### config.mk
export PLATFORM = sky130hd
export DESIGN_NAME = elastic_stream_buffer
export DESIGN_NICKNAME = d
export VERILOG_FILES = /design/src/rtl/stream_buf_pkg.sv /design/src/rtl/stream_buf_regfile.sv /design/src/rtl/elastic_stream_buffer.sv
export SDC_FILE = /design/constraint.sdc
export NUM_CORES = 1
export LEC_CHECK = 0
export CELL_PAD_IN_SITES_DETAIL_PLACEMENT = 1
export CELL_PAD_IN_SITES_GLOBAL_PLACEMENT = 1
export CORE_MARGIN = 4
export CORE_UTILIZATION = 44
export DETAILED_ROUTE_END_ITERATION = 10
export HOLD_SLACK_MARGIN = 0.06
export PLACE_DENSITY_LB_ADDON = 0.08
export SLEW_MARGIN = 20
export SYNTH_ARGS = -nofsm -noshare
export SYNTH_HDL_FRONTEND = slang
export SYNTH_SLANG_ARGS = --single-unit
### constraint.sdc
create_clock -name clk -period 2.22 [get_ports clk]
set_input_delay 0.555 -clock clk [delete_from_list [all_inputs] [get_ports clk]]
set_output_delay 0.555 -clock clk [all_outputs]
set_load 0.1 [all_outputs]
### src/rtl/stream_buf_pkg.sv
// Shared types and elaboration-time checks for the elastic stream buffer.
// Anything that instantiates the buffer imports this package to pick an output mode.
package stream_buf_pkg;

  typedef enum logic {
    BYPASS = 1'b0,
    REGOUT = 1'b1
  } out_mode_e;

  localparam int MIN_DEPTH = 2;
  localparam int MAX_DEPTH = 64;

  // Power-of-two depth lets the read/write pointers wrap for free.
  function automatic bit depth_is_legal(input int depth);
    return (depth >= MIN_DEPTH) && (depth <= MAX_DEPTH) && ((depth & (depth - 1)) == 0);
  endfunction

endpackage

### src/rtl/stream_buf_regfile.sv
// Beat storage for the elastic stream buffer: one write port, one asynchronous read port.
// The contents are deliberately left unreset; occupancy tracking lives in the parent.
module stream_buf_regfile #(
  parameter int DEPTH = 4,
  parameter int WIDTH = 10
) (
  input  logic                     clk,
  input  logic                     we,
  input  logic [$clog2(DEPTH)-1:0] waddr,
  input  logic [WIDTH-1:0]         wdata,
  input  logic [$clog2(DEPTH)-1:0] raddr,
  output logic [WIDTH-1:0]         rdata
);

  logic [WIDTH-1:0] mem [DEPTH];

  always_ff @(posedge clk) begin
    if (we) begin
      mem[waddr] <= wdata;
    end
  end

  assign rdata = mem[raddr];

endmodule

### src/rtl/elastic_stream_buffer.sv
// Elastic FIFO for a valid/ready stream carrying data, tlast and tuser per beat.
// BYPASS falls through combinationally when empty; REGOUT drives every down_* from flops.
module elastic_stream_buffer
  import stream_buf_pkg::*;
#(
  parameter int        D_WIDTH  = 8,
  parameter int        U_WIDTH  = 1,
  parameter int        DEPTH    = 4,
  parameter out_mode_e OUT_MODE = BYPASS
) (
  input  logic                     clk,
  input  logic                     rst,
  input  logic                     flush,
  input  logic [D_WIDTH-1:0]       up_data,
  input  logic                     up_valid,
  input  logic                     up_tlast,
  input  logic [U_WIDTH-1:0]       up_tuser,
  output logic                     up_ready,
  output logic [D_WIDTH-1:0]       down_data,
  output logic                     down_valid,
  output logic                     down_tlast,
  output logic [U_WIDTH-1:0]       down_tuser,
  input  logic                     down_ready,
  output logic [$clog2(DEPTH):0]   level
);

  localparam int AW = $clog2(DEPTH);
  localparam int LW = AW + 1;
  localparam int EW = D_WIDTH + U_WIDTH + 1;

  if (!depth_is_legal(DEPTH)) begin : g_depth_check
    $error("elastic_stream_buffer: DEPTH=%0d must be a power of two in 2..64", DEPTH);
  end

  logic          push;
  logic          pop;
  logic          wr_en;
  logic          rd_en;
  logic          fifo_empty;
  logic [AW-1:0] wr_ptr;
  logic [AW-1:0] rd_ptr;
  logic [LW-1:0] fifo_cnt;
  logic [LW-1:0] level_next;
  logic [EW-1:0] up_word;
  logic [EW-1:0] rd_word;

  assign push       = up_valid & up_ready;
  assign up_word    = {up_tuser, up_tlast, up_data};
  assign fifo_empty = (fifo_cnt == '0);

  stream_buf_regfile #(
    .DEPTH (DEPTH),
    .WIDTH (EW)
  ) u_regfile (
    .clk   (clk),
    .we    (wr_en),
    .waddr (wr_ptr),
    .wdata (up_word),
    .raddr (rd_ptr),
    .rdata (rd_word)
  );

  always_ff @(posedge clk or posedge rst) begin
    if (rst) begin
      wr_ptr   <= '0;
      rd_ptr   <= '0;
      fifo_cnt <= '0;
    end else if (flush) begin
      wr_ptr   <= '0;
      rd_ptr   <= '0;
      fifo_cnt <= '0;
    end else begin
      if (wr_en) begin
        wr_ptr <= wr_ptr + AW'(1);
      end
      if (rd_en) begin
        rd_ptr <= rd_ptr + AW'(1);
      end
      case ({wr_en, rd_en})
        2'b10:   fifo_cnt <= fifo_cnt + LW'(1);
        2'b01:   fifo_cnt <= fifo_cnt - LW'(1);
        default: fifo_cnt <= fifo_cnt;
      endcase
    end
  end

  // Registered from next-cycle occupancy so upstream never sees a combinational path.
  always_ff @(posedge clk or posedge rst) begin
    if (rst) begin
      up_ready <= 1'b0;
    end else begin
      up_ready <= (level_next < LW'(DEPTH));
    end
  end

  if (OUT_MODE == BYPASS) begin : g_bypass

    // Empty buffer shows the upstream beat directly; otherwise the oldest stored beat.
    always_comb begin
      down_valid                          = 1'b1;
      {down_tuser, down_tlast, down_data} = rd_word;
      if (fifo_empty) begin
        down_valid                          = up_valid & up_ready & ~flush;
        {down_tuser, down_tlast, down_data} = up_word;
      end
    end

    assign pop   = down_valid & down_ready;
    assign wr_en = push & ~flush & ~(fifo_empty & down_ready);
    assign rd_en = pop & ~fifo_empty & ~flush;
    assign level = fifo_cnt;

    always_comb begin
      level_next = fifo_cnt;
      if (flush) begin
        level_next = '0;
      end else if (wr_en && !rd_en) begin
        level_next = fifo_cnt + LW'(1);
      end else if (rd_en && !wr_en) begin
        level_next = fifo_cnt - LW'(1);
      end
    end

  end else begin : g_regout

    logic          head_valid;
    logic [EW-1:0] head_word;
    logic          slot_free;
    logic          take_fifo;
    logic          take_up;

    // The head slot refills in the same cycle it empties, so the stream never bubbles.
    assign slot_free = ~head_valid | down_ready;
    assign take_fifo = slot_free & ~fifo_empty;
    assign take_up   = slot_free & fifo_empty & push;
    assign rd_en     = take_fifo & ~flush;
    assign wr_en     = push & ~take_up & ~flush;
    assign pop       = head_valid & down_ready;

    always_ff @(posedge clk or posedge rst) begin
      if (rst) begin
        head_valid <= 1'b0;
      end else if (flush) begin
        head_valid <= 1'b0;
      end else if (slot_free) begin
        head_valid <= take_fifo | take_up;
      end
    end

    always_ff @(posedge clk) begin
      if (!flush && (take_fifo || take_up)) begin
        head_word <= take_fifo ? rd_word : up_word;
      end
    end

    assign down_valid                          = head_valid;
    assign {down_tuser, down_tlast, down_data} = head_word;
    assign level                               = fifo_cnt + LW'(head_valid);

    always_comb begin
      level_next = level;
      if (flush) begin
        level_next = '0;
      end else if (push && !pop) begin
        level_next = level + LW'(1);
      end else if (pop && !push) begin
        level_next = level - LW'(1);
      end
    end

  end

endmodule

# ---- Word-level counts from Yosys, hierarchy flattened
# Memory sizes are Yosys's and may differ from the RTL's.
# Index checks and enable logic that the tools add are counted.
dict set report word_totals {
  word_cells 45
  mem_count 1
  mem_bits_rw 40
  register_bits 8
  out_inout_bits 15
  rom_bits 0
  in_bits 15
  latch_bits 0
}
dict set report op_classes {
  magnitude_cmp 1
  reduce_logical 8
  n_bitwise 10
  multipliers 0
  shifts 0
  muxes 15
  n_eq_ne 2
  n_addsub 4
  div_mod_pow 0
}
# name words width read_ports rd_clocked_by_memory_dff write_ports line_no
set mem_list {}
lappend mem_list {u_regfile.mem 4 10 1 0 1 stream_buf_regfile.sv:15} ;# logic [WIDTH-1:0] mem [DEPTH];
# cell count
set op_table {}
lappend op_table {{2-to-1 mux 3 bit} 4}
lappend op_table {{2-to-1 mux 2 bit} 4}
lappend op_table {{2-to-1 mux 8 bit} 1}
lappend op_table {{AND 1 bit} 7}
lappend op_table {{case mux 3 bit (2 select lines)} 1}
lappend op_table {{2-to-1 mux 1 bit} 5}
lappend op_table {{adder 2 x 1 -> 2 bit (second input constant)} 2}
lappend op_table {{nonzero test 2 bit} 2}
lappend op_table {{adder 3 x 1 -> 3 bit (second input constant)} 1}
lappend op_table {{logical NOT 3 bit} 1}
lappend op_table {{< comparator 3 bit (second input constant)} 1}
lappend op_table {{inverter 1 bit} 3}
lappend op_table {{nonzero test 3 bit} 1}
lappend op_table {{subtractor 3 x 1 -> 3 bit (second input constant)} 1}
lappend op_table {{== test 2 x 1 -> 1 bit (second input constant)} 1}
lappend op_table {{== test 2 bit (second input constant)} 1}
lappend op_table {{logical AND 1 bit} 2}
lappend op_table {{logical NOT 1 bit} 2}

# ---- Logic depth before layout (Yosys ltp)
dict set report logic_depth {
  depth_word 11
  ltp_mapped 6
  ltp_nobuf 6
}

# ---- Modules after synthesis
# Synthesis repeated with hierarchy kept, for this count alone.
dict set report hier_totals {
  hier_cells 132
  hier_area_um2 2063.2
}
# module n_inst seq_area_each_um2 area_each_um2 cells_each
set modules_own_cells {}
lappend modules_own_cells {stream_buf_regfile 1 1201.2 1473.9 56}
lappend modules_own_cells {elastic_stream_buffer 1 200.2 589.3 76}

# ---- Worst setup path after synthesis
# Ideal clock, no wire load.
dict set report synth_path {
  kind {register to output}
  startpoint {reg up_ready}
  endpoint {out down_valid}
  path_buffers 0
  required_time_ns 1.665
  path_stages_with_launch 3
  arrival_time_ns 3.442
  slack_ns -1.777
  path_cell_list {dfrtp_1 nand2_1 o21ai_0}
}
dict set report synth_via {
  elab_chain_len 3
}
# element line_no
set synth_rtl {}
lappend synth_rtl {{from (decl)} elastic_stream_buffer.sv:18} ;# output logic up_ready,
lappend synth_rtl {{from (signal assigned)} elastic_stream_buffer.sv:92} ;# up_ready <= (level_next < LW'(DEPTH));
lappend synth_rtl {{AND 1 bit (2 in a row)} elastic_stream_buffer.sv:103} ;# down_valid = up_valid & up_ready & ~flush;
lappend synth_rtl {{2-to-1 mux 1 bit} elastic_stream_buffer.sv:102} ;# if (fifo_empty) begin
lappend synth_rtl {{to (decl)} elastic_stream_buffer.sv:20} ;# output logic down_valid,
# Every way passes these cells.

# ---- Worst setup path in the final report
dict set report layout_path {
  startpoint {reg rd_ptr[0]}
  endpoint {out down_data[6]}
}
dict set report layout_via {
  elab_chain_len 2
}
# element line_no
set layout_rtl {}
lappend layout_rtl {{from (decl)} elastic_stream_buffer.sv:41} ;# logic [AW-1:0] rd_ptr;
lappend layout_rtl {{from (signal assigned)} elastic_stream_buffer.sv:77} ;# rd_ptr <= rd_ptr + AW'(1);
lappend layout_rtl {{memory read (4 x 10 bit)} --}
lappend layout_rtl {{2-to-1 mux 8 bit} elastic_stream_buffer.sv:102}
lappend layout_rtl {{to (decl)} elastic_stream_buffer.sv:19} ;# output logic [D_WIDTH-1:0] down_data,
# Every way passes these cells.

==> flow_metrics.py <==
metrics = {
    "die": {
        "die_area_um2": 6030,
        "core_um2": 4720,
        "ios": 30,
        "die_w_um": 77.6,
        "die_h_um": 77.6,
        "num_rows": 25,
        "initial_core_util": 0.452,
    },
    "status": {
        "violations": "negative setup slack",
        "outcome": "complete, but fails checks",
    },
    "cts": {
        "cts_tree": "built",
        "clockRootBuffer": "clkbuf_8",
        "cts_max_level": 2,
        "path_clk_slew_ns": 0.09,
        "clk_path_buf_depth": 2,
        "clk_latency_ns": 0.30,
        "clock-sinks": 48,
        "cts_buffers": 5,
    },
    "timing": {
        "fmax_mhz": 436,
        "layout_setup_ws_ns": -0.0752,
        "finalClockSkew_ns": 0.00834,
        "max-slew-margin-rel": 0.749,
        "tightest_slew_ns": 0.375,
        "rsz0062_at_grt": "true",
        "finalHoldViolCount": 0,
        "report.final.slew_viol_count": 0,
        "period_share": 1.03,
        "setup_viol": 10,
        "period_minus_slack_ns": 2.30,
    },
    "global_routing": {
        "gr-usage-met2": 0.345,
        "gr-total-overflow": 0,
        "grtUsageMet1": 0.238,
        "grt_max_degree": 17,
        "antenna_found_initial": 0,
        "grt_pass1_wl_mm": 8.66,
        "grt_usage": 0.194,
        "grtUsageMet3": 0.0383,
        "grt_pass1_vias": 1559,
        "busiest_layer": "met2",
    },
    "finish": {
        "fin_area_um2": 3270,
        "final_core_util": 0.692,
        "area_growth_pct": 53.1,
        "final_cell_mix": "edfxtp_1, buf_4, nand2_4, buf_12, clkdlybuf4s50_1",
        "layout_commonest_cell": "edfxtp_1",
        "fill_cells": 414,
        "final_cells": 266,
        "drive_gt1_frac": 0.508,
        "diodes": 0,
        "nets": 220,
    },
    "setup_path": {
        "crit_path_top_delay_cell": "mux4_2",
        "cp.required_ns": 1.66,
        "crit_fanout": 4,
        "cp_top_family": "multiplexers",
        "crit_buf_inv": 2,
        "end_kind": "output port",
        "cp.arrival_ns": 1.74,
        "cp-start-kind": "register",
        "slowest_delay_ns": 0.55,
        "crit_type": "reg -> out",
        "path_cells": "buf_6 -> mux4_2 -> nand2_4 -> nand2_8 -> buf_12",
    },
    "route": {
        "drt_pass1_iterations": 4,
        "wl_mm": 5.26,
        "wl_per_cell_um": 19.8,
        "ant_nets": 0,
        "num_vias": 1394,
        "drc": 0,
        "drt_iter0_markers": 99,
        "viasPerCell": 5.24,
    },
    "worst_hold_path": {
        "hold_class": "in -> async",
    },
    "synthesis": {
        "syn-instance-count": 142,
        "synth_top_area_share": 0.563,
        "synth-edff-count": 40,
        "ys_seq_elements": 48,
        "yosysWarnings": 0,
        "ys.flop_type": "edfxtp_1",
        "synth.area.top_cells": "edfxtp_1, dfrtp_1, mux4_2",
        "synth_area_per_cell_um2": 15.0,
        "async_reset_ff_frac": 0.167,
        "yosys.area.top_type": "edfxtp_1",
        "ys_seq_area_frac": 0.657,
        "synth_area_um2": 2130,
        "syn_nets": 164,
        "ys_types": 29,
    },
    "placed_design": {
        "dp.cells": 260,
        "place_area_um2": 2990,
        "dp_hpwl_mm": 3.86,
        "pre_cts_slack_ns": 0.0108,
        "gp_congestion": 0.799,
        "io_buffers": 29,
    },
    "run": {
        "drv_cap": 0,
    },
}
## final cells by class
cell class              instances  area [um2]  area share
multi-input cells              83        1000       0.307
clock buffers                   5        68.8      0.0211
flip-flops and latches         48        1410       0.432
clock inverters                 3        23.8     0.00728
well taps                      67        83.8      0.0257
inverters                       5        23.8     0.00728
repair buffers                 55         652       0.200
## state kept, by name (all words and copies together), names as in the netlist
name           count
level              3
wr_ptr             2
rd_ptr             2
up_ready           1
u_regfile.mem     40
## cell usage after synthesis (2+ instances only)
cell type  instances
edfxtp_1          40
nand2_1           34
dfrtp_1            8
mux4_2             8
ha_1               7
inv_1              5
and2_1             4
nor2_1             4
buf_2              3
o21ai_0            3
a21oi_1            2
buf_6              2
mux4_1             2
nand2b_1           2
nand3_1            2
nor2b_1            2
xor2_1             2
## cells by family (layout without fill, tap and decap cells)
group                      count (synthesis)  in the layout  synth area share
AOI/OAI and AO/OA                         11             11            0.0387
adders and majority gates                  7              7            0.0411
DFF                                       48             48             0.657
and+or+nand+nor                           51             51             0.108
xor gates and xnor gates                   3              3            0.0123
muxes                                     11             11             0.114
buffers and inverters                     11             68            0.0281
## path summary, 6_finish.rpt
| path | start | endpoint | slack, ns | cells after the start |
|---|---|---|---|---|
| max in group asynchronous | rst | level[1]$_DFFE_PP0P_ | 1.46 | 2 |
| min in group clk | rd_ptr[1]$_DFFE_PP0P_ | rd_ptr[1]$_DFFE_PP0P_ | 0.61 | 2 |
| max reg2reg | level[0]$_DFFE_PP0P_ | u_regfile.mem[0][6]$_DFFE_PP_ | 0.12 | 8 |
| min reg2reg | rd_ptr[1]$_DFFE_PP0P_ | rd_ptr[1]$_DFFE_PP0P_ | 0.61 | 2 |
| max | rd_ptr[0]$_DFFE_PP0P_ | down_data[6] | -0.08 | 5 |
| min | rst | level[0]$_DFFE_PP0P_ | 0.49 | 2 |
## repair_timing
item	4_1_cts	5_1_grt
endpoints found under the setup margin	11	11
gates resized for setup	39	26
pin swaps	14	13
hold endpoints to repair	0	0
setup buffers	5	2
hold buffers	0	0
## routing by layer
layer,wire length [um],vias to the layer above
li1,-,625
met1,2120,717
met2,2890,43
met3,174,9
met4,70,0
met5,0,-
## metrics by stage
step	TNS [ns]	hold WS, ns
6_report	-0.501	0.494
3_3_place_gp	0	0.553
5_1_grt	-1.27	0.510
3_5_place_dp	0	0.559
4_1_cts	-1.10	0.502
2_1_floorplan	0	0.371
## worst register-to-register path, stage by stage (launching register included)
cell	delay [ns]
dfrtp_4	0.44
inv_4	0.05
ha_4	0.15
nor2b_4	0.14
buf_12	0.15
buf_4	0.15
a211oi_4	0.32
and2_1	0.26
buf_12	0.16
Power is not shown: default switching activity piles up to over one toggle a cycle in this logic, so the estimate is an artifact.
